File: config.mk
export PLATFORM = sky130hd
export DESIGN_NAME = pcoeff_batch_aggregator
export DESIGN_NICKNAME = d
export VERILOG_FILES = /design/src/rtl/pcoeff_batch_aggregator.sv
export SDC_FILE = /design/constraint.sdc
export NUM_CORES = 1
export LEC_CHECK = 0
export ABC_AREA = 1
export BUFFER_PORTS_ARGS = -buffer_cell sky130_fd_sc_hd__buf_4
export CORE_ASPECT_RATIO = 0.8
export CORE_MARGIN = 4
export CORE_UTILIZATION = 38
export CTS_CLUSTER_SIZE = 10
export DETAILED_ROUTE_END_ITERATION = 12
export HOLD_SLACK_MARGIN = 0.12
export PLACE_DENSITY_LB_ADDON = 0.15
export RECOVER_POWER = 100
export SYNTH_ARGS = -nofsm -noshare
export SYNTH_HDL_FRONTEND = slang
export SYNTH_SLANG_ARGS = --single-unit
File: constraint.sdc
create_clock -name clk -period 7.45 [get_ports clk]
set_input_delay 1.1175 -clock clk [delete_from_list [all_inputs] [get_ports clk]]
set_output_delay 1.1175 -clock clk [all_outputs]
set_load 0.01 [all_outputs]
File: src/rtl/pcoeff_batch_aggregator.sv
`default_nettype none
// ============================================================================
// Module   : pcoeff_batch_aggregator
// Purpose  : Accumulates 2^connectCount per bot into per-batch (sum, count)
//            pairs, queues finished batches in a show-ahead result FIFO with
//            a ready/valid output, throttles upstream via slowDownInput and
//            keeps sticky error flags for range, overflow and drop events.
// Ports    : clk, rst (async, active-high)
//            connectCountValid / connectCount / batchEnd : bot stream input
//            slowDownInput                               : upstream throttle
//            resultValid / resultReady / pcoeffSum / pcoeffCount : result out
//            errClear, rangeError, countOverflow, resultDropped  : error flags
// Revision : 1.0 - initial release
// ============================================================================
module pcoeff_batch_aggregator #(
  parameter int PCOEFF_COUNT_BITWIDTH = 10,
  parameter int CONNECT_COUNT_WIDTH   = 6,
  parameter int MAX_CONNECT_COUNT     = 35,
  parameter int SUM_WIDTH             = PCOEFF_COUNT_BITWIDTH + MAX_CONNECT_COUNT + 1,
  parameter int FIFO_DEPTH_LOG2       = 2,
  parameter int SLOWDOWN_MARGIN       = 2
) (
  input  logic                             clk,
  input  logic                             rst,
  input  logic                             connectCountValid,
  input  logic [CONNECT_COUNT_WIDTH-1:0]   connectCount,
  input  logic                             batchEnd,
  output logic                             slowDownInput,
  output logic                             resultValid,
  input  logic                             resultReady,
  output logic [SUM_WIDTH-1:0]             pcoeffSum,
  output logic [PCOEFF_COUNT_BITWIDTH-1:0] pcoeffCount,
  input  logic                             errClear,
  output logic                             rangeError,
  output logic                             countOverflow,
  output logic                             resultDropped
);

  localparam int c_DEPTH = 1 << FIFO_DEPTH_LOG2;
  localparam int c_PW    = FIFO_DEPTH_LOG2 + 1;

  // --------------------------------------------------------------------------
  // Accumulator
  // --------------------------------------------------------------------------
  logic [SUM_WIDTH-1:0]             r_sum;
  logic [PCOEFF_COUNT_BITWIDTH-1:0] r_cnt;

  logic                             w_in_range;
  logic                             w_cnt_full;
  logic                             w_accept;
  logic [SUM_WIDTH-1:0]             w_addend;
  logic [SUM_WIDTH-1:0]             w_next_sum;
  logic [PCOEFF_COUNT_BITWIDTH-1:0] w_next_cnt;

  assign w_in_range = (32'(connectCount) <= 32'(MAX_CONNECT_COUNT));
  assign w_cnt_full = &r_cnt;
  assign w_accept   = connectCountValid && w_in_range && !w_cnt_full;

  // The shift amount is only used when in range, so it never exceeds the sum.
  assign w_addend   = w_accept ? (SUM_WIDTH'(1) << connectCount) : '0;
  assign w_next_sum = r_sum + w_addend;
  assign w_next_cnt = r_cnt + PCOEFF_COUNT_BITWIDTH'(w_accept);

  always_ff @(posedge clk or posedge rst) begin
    if (rst) begin
      r_sum <= '0;
      r_cnt <= '0;
    end else if (batchEnd) begin
      r_sum <= '0;
      r_cnt <= '0;
    end else begin
      r_sum <= w_next_sum;
      r_cnt <= w_next_cnt;
    end
  end

  // --------------------------------------------------------------------------
  // Result FIFO (show-ahead). Pointers carry one extra MSB so that equal
  // indices with differing MSBs mean full, identical pointers mean empty.
  // --------------------------------------------------------------------------
  logic [SUM_WIDTH-1:0]             r_mem_sum [c_DEPTH];
  logic [PCOEFF_COUNT_BITWIDTH-1:0] r_mem_cnt [c_DEPTH];
  logic [c_PW-1:0]                  r_wptr;
  logic [c_PW-1:0]                  r_rptr;
  logic                             r_slow;

  logic            w_empty;
  logic            w_full;
  logic            w_pop;
  logic            w_push;
  logic            w_drop;
  logic [c_PW-1:0] w_wptr_next;
  logic [c_PW-1:0] w_rptr_next;
  logic [c_PW-1:0] w_occ_next;
  logic [c_PW-1:0] w_free_next;

  assign w_empty = (r_wptr == r_rptr);
  assign w_full  = (r_wptr[c_PW-1] != r_rptr[c_PW-1]) &&
                   (r_wptr[c_PW-2:0] == r_rptr[c_PW-2:0]);
  assign w_pop   = !w_empty && resultReady;
  // When full, a simultaneous pop frees the head slot, which is exactly the
  // slot the write pointer addresses, so the push can proceed.
  assign w_push  = batchEnd && (!w_full || w_pop);
  assign w_drop  = batchEnd && w_full && !w_pop;

  assign w_wptr_next = r_wptr + c_PW'(w_push);
  assign w_rptr_next = r_rptr + c_PW'(w_pop);
  assign w_occ_next  = w_wptr_next - w_rptr_next;
  assign w_free_next = c_PW'(c_DEPTH) - w_occ_next;

  always_ff @(posedge clk or posedge rst) begin
    if (rst) begin
      r_wptr <= '0;
      r_rptr <= '0;
      r_slow <= 1'b0;
    end else begin
      r_wptr <= w_wptr_next;
      r_rptr <= w_rptr_next;
      r_slow <= (32'(w_free_next) <= 32'(SLOWDOWN_MARGIN));
    end
  end

  // Storage needs no reset: a slot is only read after it has been written.
  always_ff @(posedge clk) begin
    if (w_push) begin
      r_mem_sum[r_wptr[c_PW-2:0]] <= w_next_sum;
      r_mem_cnt[r_wptr[c_PW-2:0]] <= w_next_cnt;
    end
  end

  assign resultValid   = !w_empty;
  assign pcoeffSum     = w_empty ? '0 : r_mem_sum[r_rptr[c_PW-2:0]];
  assign pcoeffCount   = w_empty ? '0 : r_mem_cnt[r_rptr[c_PW-2:0]];
  assign slowDownInput = r_slow;

  // --------------------------------------------------------------------------
  // Sticky error flags: a new event in the clearing cycle keeps the flag set.
  // --------------------------------------------------------------------------
  logic r_range_err;
  logic r_cnt_ovf;
  logic r_dropped;

  logic w_range_evt;
  logic w_ovf_evt;

  assign w_range_evt = connectCountValid && !w_in_range;
  assign w_ovf_evt   = connectCountValid && w_cnt_full;

  always_ff @(posedge clk or posedge rst) begin
    if (rst) begin
      r_range_err <= 1'b0;
      r_cnt_ovf   <= 1'b0;
      r_dropped   <= 1'b0;
    end else begin
      r_range_err <= w_range_evt || (r_range_err && !errClear);
      r_cnt_ovf   <= w_ovf_evt   || (r_cnt_ovf   && !errClear);
      r_dropped   <= w_drop      || (r_dropped   && !errClear);
    end
  end

  assign rangeError    = r_range_err;
  assign countOverflow = r_cnt_ovf;
  assign resultDropped = r_dropped;

endmodule
`default_nettype wire

==> results of run 1 <==
-- stage by stage --
step / setup WS (ns) / power [W]
after floorplan: 1.38 / 0.00363
final: 1.98 / 0.00592
after detailed placement: 3.09 / 0.00460
after global placement: 3.07 / 0.00458
after global routing: 1.46 / 0.00635
after CTS: 2.79 / 0.00625
-- layout by cell type (no fill, tap or decap), types with 2 or more instances in the layout --
| cell type | count |
|---|---|
| and2_0 | 8 |
| o32ai_1 | 56 |
| nand4_1 | 7 |
| a21oi_1 | 33 |
| xor2_1 | 29 |
| ha_1 | 54 |
| nor4_1 | 5 |
| buf_4 | 16 |
| edfxtp_1 | 224 |
| nand3_1 | 46 |
| o22ai_1 | 2 |
| nand3b_1 | 6 |
| o21bai_1 | 7 |
| nor2_4 | 4 |
| nor3_1 | 16 |
| and2_1 | 4 |
| inv_1 | 321 |
| clkbuf_16 | 36 |
| inv_2 | 4 |
| nor2_2 | 14 |
| conb_1 | 9 |
| nand2_2 | 12 |
| clkinv_2 | 3 |
| xnor2_1 | 6 |
| clkinv_1 | 2 |
| o21ai_0 | 60 |
| clkbuf_1 | 88 |
| nand2_1 | 454 |
| dfrtp_1 | 65 |
| nor2_1 | 324 |
-- state kept, by name, summed over array words and instances, names as in the netlist, 3 cells and up --
name	flops
r_mem_cnt	40
r_mem_sum	184
r_cnt	10
r_wptr	3
r_sum	46
r_rptr	3
-- worst max-delay path, cell delays in order (launching register included) --
cell and delay (ns):
dfrtp_1 0.84, buf_4 0.60, nand2_1 0.14, a21oi_1 0.10
nand2_1 0.09, nand2_1 0.12, nor3_1 0.30, clkbuf_1 2.71
-- per-layer routing --
layer	track usage, %	vias to the layer above	part of all wire [%]
li1	-	5952	-
met1	28.2	5645	49
met2	29.7	239	43
met3	3.33	54	6.0
met4	4.27	0	1.7
met5	0	-	0
-- final timing paths --
path / from / endpoint / slack [ns] / cells after the start
worst max register to register: r_rptr[0] / r_mem_sum[0][31] / 1.98 / 7
worst max-delay path: r_rptr[0] / r_mem_sum[0][31] / 1.98 / 7
min in group asynchronous: rst / r_rptr[2] / 0.56 / 2
worst min-delay path: resultDropped / resultDropped / 0.53 / 2
max in group asynchronous: rst / r_sum[41] / 2.87 / 3
worst min register to register: resultDropped / resultDropped / 0.53 / 2
-- power by group through the flow --
| stage | logic, W | registers [W] | clock network [W] |
|---|---|---|---|
| floorplan | 0.00141 | 0.00222 | 0 |
| global placement | 0.00232 | 0.00226 | 0 |
| detailed placement | 0.00233 | 0.00227 | 0 |
| CTS | 0.00234 | 0.00223 | 0.00167 |
| global route | 0.00232 | 0.00228 | 0.00175 |
| finish | 0.00204 | 0.00225 | 0.00164 |
-- cell type report --
type,instances,area [um2]
diodes,1,2.50
clock buffers,58,993
clock inverters,8,92.6
fillers,4159,23200
inverters,326,1220
multi-input cells,1160,5710
flip-flops and latches,290,8380
well taps,544,681
repair buffers,84,379
-- logic make-up after synthesis --
| logic type | share of synthesized area (%) |
|---|---|
| buffers and inverters | 9.28 |
| adder cells (fa/ha/maj) | 4.45 |
| other | 0.0240 |
| AND/OR/NAND/NOR | 23.7 |
| flip-flops | 53.6 |
| XOR/XNOR | 2.30 |
| AO/OA/AOI/OAI | 6.58 |
==> metrics.md, run 1 <==
| Metric | Value |
|---|---|
| Initial antenna violation count | `0` |
| Startpoint types | `flip-flop` |
| Internal power | `between 0.003 and 0.004 W` |
| Synth async-reset ratio | `between 20% and 30%` |
| CP Data Arrival Time | `around 5.5 ns` |
| Largest net degree at the start of global routing | `~80` |
| Synth Flop Type | `edfxtp_1` |
| Vias in the first global route | `~12000` |
| Number of synthesized flops with an enable pin | `approximately 220` |
| Cts hold-fix bufs | `0` |
| Layout cells sized above 1 | `5.09%` |
| Nets | `slightly below 2000` |
| First-pass GRT wire length | `around 67 mm` |
| Wirelength, routed | `about 43 mm` |
| CP max FO | `81` |
| Cell Area, Synth | `15600 um2` |
| Synth warn | `0` |
| Relative slew slack | `-158%` |
| Clk sink count | `just under 300` |
| Total Neg Setup Slack | `0 ns` |
| Sequential power share | `a little under two fifths` |
| Post-synth cell types | `33` |
| Hold WS | `around 0.53 ns` |
| Drt pass-1 iters | `5` |
| Power Dens Cells | `around 340 nW/um2` |
| Worst setup skew after layout | `~0.042 ns` |
| Via count | `11900` |
| Worst-Margin Slew | `between 3 and 4 ns` |
| Crit Path Category | `reg2reg` |
| Placed cells | `2404` |
| Clk buf depth | `3` |
| Area leader, netlist | `edfxtp_1` |
| Number of buffers created by CTS | `36` |
| Post-detail-place hpwl | `30.4 mm` |
| Port bufs | `between 70 and 80` |
| Final Non-Filler Cells | `2471` |
| Clock power frac | `~28%` |
| GRT Overall Usage | `between 10% and 20%` |
| Share of the synthesized area in the top cell type | `43.1%` |
| Fmax | `around 180 MHz` |
| Vias per cell | `4.81` |
| CP required | `between 7 and 8 ns` |
| Outcome | `finished, violations left` |
| DRT iter0 DRCs | `921` |
| Gate Count Post-Synth | `around 1800` |
| DR WL/cell | `roughly 17 um` |
| Sw Share | `between 30% and 40%` |
| Max-slew violations | `201` |
| P_sw | `~0.0022 W` |
| H-tree Lvls | `2` |
| Remaining antenna violation count | `0` |
| Main area contributors after synthesis | `edfxtp_1 (43%), nand2_1 (11%), dfrtp_1 (11%), inv_1 (7.7%), nor2_1 (7.7%)` |
| Fin util | `43.0%` |
| Failing checks | `capacitance limit, slew limit` |
| Synth top cells by count | `nand2_1 (451), inv_1 (321), nor2_1 (321)` |
| CTS resizes | `0` |
| Worst-case vdd ir drop | `between 0.2 and 0.25 mV` |
| Die height | `between 150 and 200 um` |
| Design Area, Final | `around 17000 um2` |
| Area Overhead vs Synth | `11.8%` |
| Tmin final | `5.47 ns` |
| # Post-CTS Setup Buffers | `0` |
| Post-Syn Area per Cell | `roughly 8.6 um2` |
| RePlAce Congestion | `a little over 0.9` |
| CTS tree | `yes` |
| Setup-failing EPs final | `0` |
| Die Wd | `235 um` |
| Gr ovfl total | `0` |
| Count leader, synth | `nand2_1` |
| Initial core utilization | `between 30 and 40%` |
| Synthesis-stage register bit count | `290` |
| Area after DPL | `roughly 17000 um2` |
| Worst skew pair latency | `between 0.5 and 0.6 ns` |
| Combinational share of power | `approximately 34%` |
| Core area | `40600 um2` |
| Clock transition at path regs | `0.06 ns` |
| Die ar. | `about 44000 um2` |
| Max-Cap Viols | `4` |
| Sequential-to-total area share from yosys stat | `between 50% and 60%` |
| Final hold violation count | `0` |
| Fin crit share | `73.4%` |
| # DRC | `0` |
| Worst setup EP type | `flip-flop` |
| Leakage | `8.25 nW` |
| RSZ-0062 raised after global routing | `false` |
| Clock Root Buffer | `clkbuf_16` |
| Row count | `66` |
| I/O Pins | `73` |
| HP Class | `reg2reg` |
Note: power is estimated with default switching activity, not from simulation.
==> run 2: changes to the inputs <==
Settings changed: ABC_AREA 1 to 0.
Clock period 7.45 ns to 4.7 ns, I/O delays scaled along.
==> metrics.md, run 2 <==
| Metric | Value |
|---|---|
| Sequential-to-total area share from yosys stat | `59.6% (+5.9 points)` |
| CP Data Arrival Time | `4.71 ns (-0.80 ns)` |
| Final Non-Filler Cells | `1615 (-35%)` |
| RePlAce Congestion | `0.875 (-6.3%)` |
| CP bufs+invs | `1 (-1)` |
| Worst-Margin Slew | `2.78 ns (-1.08 ns)` |
| Worst setup EP type | `flip-flop` |
| Setup-failing EPs final | `0 (unchanged)` |
| Post-Syn Area per Cell | `14.0 um2 (+63%)` |
| Crit Path Category | `reg2reg` |
| Placed cells | `1552 (-35%)` |
| Antenna diodes | `0 (-1)` |
| Worst path top cell family by delay | `simple AND/OR/NAND/NOR gates` |
| Design Area, Final | `16000 um2 (-8.3%)` |
| Post-detail-place hpwl | `21.6 mm (-29%)` |
| Leakage | `5.90 nW (-28%)` |
| Die ar. | `40200 um2 (-9.6%)` |
| Drt pass-1 iters | `5 (unchanged)` |
| Via count | `8406 (-29%)` |
| Most frequent cells in the layout | `edfxtp_1 (224), clkbuf_1 (90), nor2b_1 (71), nor2_1 (69), dfrtp_1 (65)` |
| Clock transition at path regs | `0.06 ns (about the same)` |
| Die Wd | `223 um (-4.9%)` |
| Number of synthesized flops with an enable pin | `224 (unchanged)` |
| Failing checks | `capacitance limit, slew limit` |
| RSZ-0062 raised after global routing | `false` |
| Remaining antenna violation count | `0 (unchanged)` |
| Fin crit share | `94.5% (+21 points)` |
| I/O Pins | `73 (unchanged)` |
| Hold WS | `0.359 ns (-0.174 ns)` |
| Tmin final | `4.44 ns (-1.03 ns)` |
| CTS tree | `yes` |
| Initial core utilization | `38.8% (+0.38 points)` |
| Cell Area, Synth | `14100 um2 (-9.9%)` |
| Register-to-register setup slack | `0.26 ns (-1.72 ns)` |
| Clk sink count | `290 (unchanged)` |
| DR WL/cell | `19.8 um (+14%)` |
| Nets | `1176 (-40%)` |
| Core area | `36200 um2 (-11%)` |
| Cts hold-fix bufs | `0 (unchanged)` |
| # Post-CTS Setup Buffers | `0 (unchanged)` |
| Count leader, synth | `edfxtp_1` |
| Port bufs | `72 (unchanged)` |
| Largest net degree at the start of global routing | `58 (-29%)` |
| CP required | `4.97 ns (-2.52 ns)` |
| Area after DPL | `15300 um2 (-8.6%)` |
| Layout cells sized above 1 | `14.0% (+8.9 points)` |
| Final hold violation count | `0 (unchanged)` |
| Max reg flops | `184 (unchanged)` |
| R2R Path Start | `r_cnt[3]` |
| Clk buf depth | `3 (unchanged)` |
| Area leader, netlist | `edfxtp_1` |
| Area Overhead vs Synth | `13.9%` |
| Worst-path cell chain | `and3_1, and3_1, nand3_1, o21ai_0, buf_4, nor2_1, and2_1, nand2_1, nor2_1, ha_2, a21o_1, o21bai_1, a211oi_2, a21oi_1, nor4_2, o21ai_2, xor2_1` |
| Post-synth cell types | `71 (+120%)` |
| DRT iter0 DRCs | `490 (-47%)` |
| Gr ovfl total | `0 (unchanged)` |
| Startpoint types | `flip-flop` |
| Share of the synthesized area in the top cell type | `47.8% (+4.8 points)` |
| # fillers | `3298 (-21%)` |
| Wirelength, routed | `32.0 mm (-26%)` |
| HP Class | `in2async` |
| Max-slew violations | `102 (-49%)` |
| Main area contributors after synthesis | `edfxtp_1 (48%), dfrtp_1 (12%), mux4_2 (9.0%), ha_1 (4.8%), nor2b_1 (3.2%)` |
| Number of buffers created by CTS | `35 (-2.8%)` |
| Total power | `0.00906 W (+53%)` |
| Dpl ws | `0.247 ns (-2.84 ns)` |
| Max-Cap Viols | `3 (-1)` |
| Synth top cells by count | `edfxtp_1 (224), nor2_1 (71), nor2b_1 (71)` |
| Initial antenna violation count | `0 (unchanged)` |
| Final setup margin | `0.261 ns (-1.72 ns)` |
| Crit-path max cell delay | `0.48 ns (-2.23 ns)` |
| Power Dens Cells | `565 nW/um2 (+67%)` |
| GRT Overall Usage | `15.9% (-3.2 points)` |
| CP max FO | `5 (-94%)` |
| Synth async-reset ratio | `22.8% (unchanged)` |
| R2R depth | `17 (+10)` |
| Commonest non-fill, non-tap cell in the layout | `edfxtp_1` |
| Gate Count Post-Synth | `1007 (-45%)` |
| Worst R2R End | `r_mem_sum[0][38]` |
| Synth warn | `0 (unchanged)` |
| Crit path max-delay cell type | `nor4_2` |
| Outcome | `finished, violations left` |
| Row count | `62 (-6.1%)` |
| Fmax | `225 MHz (+23%)` |
| Worst skew pair latency | `0.52 ns (-0.03 ns)` |
| Synth Flop Type | `edfxtp_1` |
| Synthesis-stage register bit count | `290 (unchanged)` |
| Die height | `180 um (-4.9%)` |
| Worst setup skew after layout | `0.0245 ns (-0.0179 ns)` |
| First-pass GRT wire length | `50.4 mm (-24%)` |
| Worst-case vdd ir drop | `0.376 mV (+76%)` |
| Vias per cell | `5.20 (+8.2%)` |
| Vias in the first global route | `8520 (-27%)` |
| H-tree Lvls | `2 (unchanged)` |
| Relative slew slack | `-85.5% (+72 points)` |
| Clock Root Buffer | `clkbuf_16` |
| # DRC | `0 (unchanged)` |
## run 2: final cells by class
| type | instances | area [um2] | share of cell area [%] |
|---|---|---|---|
| flip-flops and latches | 290 | 8380 | 52.3 |
| clock inverters | 5 | 63.8 | 0.398 |
| clock buffers | 58 | 983 | 6.14 |
| well taps | 480 | 601 | 3.75 |
| repair buffers | 98 | 468 | 2.92 |
| inverters | 22 | 82.6 | 0.516 |
| multi-input cells | 662 | 5440 | 34.0 |
## run 2: logic make-up (layout without fill, tap and decap cells)
logic type / Yosys count / after routing / synth area share, %
other: 1 / 9 / 0.0267
buffers and inverters: 63 / 183 / 1.79
muxes: 63 / 63 / 9.55
adders and majority gates: 55 / 55 / 4.95
xor gates and xnor gates: 54 / 54 / 3.36
and+or+nand+nor: 310 / 310 / 11.8
AOI/OAI and AO/OA: 171 / 171 / 8.91
DFF: 290 / 290 / 59.6
## run 2: how the worst max path moves through the flow
stage | slack [ns] | cells past startpoint | startpoint | endpoint
after floorplan | -0.16 | 4 | batchEnd | r_mem_cnt[0][0]
after global routing | 0.002 | 18 | r_cnt[4] | r_mem_sum[3][43]
after CTS | 0.19 | 18 | r_cnt[3] | r_mem_sum[2][42]
after detailed placement | 0.25 | 18 | r_cnt[2] | r_mem_sum[3][42]
final | 0.26 | 17 | r_cnt[3] | r_mem_sum[0][38]
after global placement | 0.29 | 18 | r_cnt[4] | r_mem_sum[2][42]
## run 2: report_power, final
part	switching, W	total (W)	leakage (nW)	internal [W]
logic	0.00174	0.00299	2.50	0.00125
clock network	0.000996	0.00248	0.501	0.00148
registers	0.000174	0.00358	2.90	0.00341
total	0.00291	0.00906	5.90	0.00615
## run 2: through the flow
step	setup TNS [ns]	utilization [%]
floorplan	-17.40	-
global placement	0	42.3
detailed placement	0	42.3
CTS	0	45.2
global route	0	44.2
finish	0	44.2
## run 2: metal layers
layer | vias to the layer above | part of all wire, % | global-route usage (%)
li1 | 3975 | - | -
met1 | 4218 | 51 | 24.7
met2 | 181 | 43 | 23.1
met3 | 32 | 4.9 | 3.44
met4 | 0 | 1.3 | 3.33
met5 | - | 0 | 0
## run 2: timing repair
action | in CTS | in global routing
hold endpoints to repair | 0 | 0
resized for setup | 0 | 4
endpoints found under the setup margin | 0 | 9
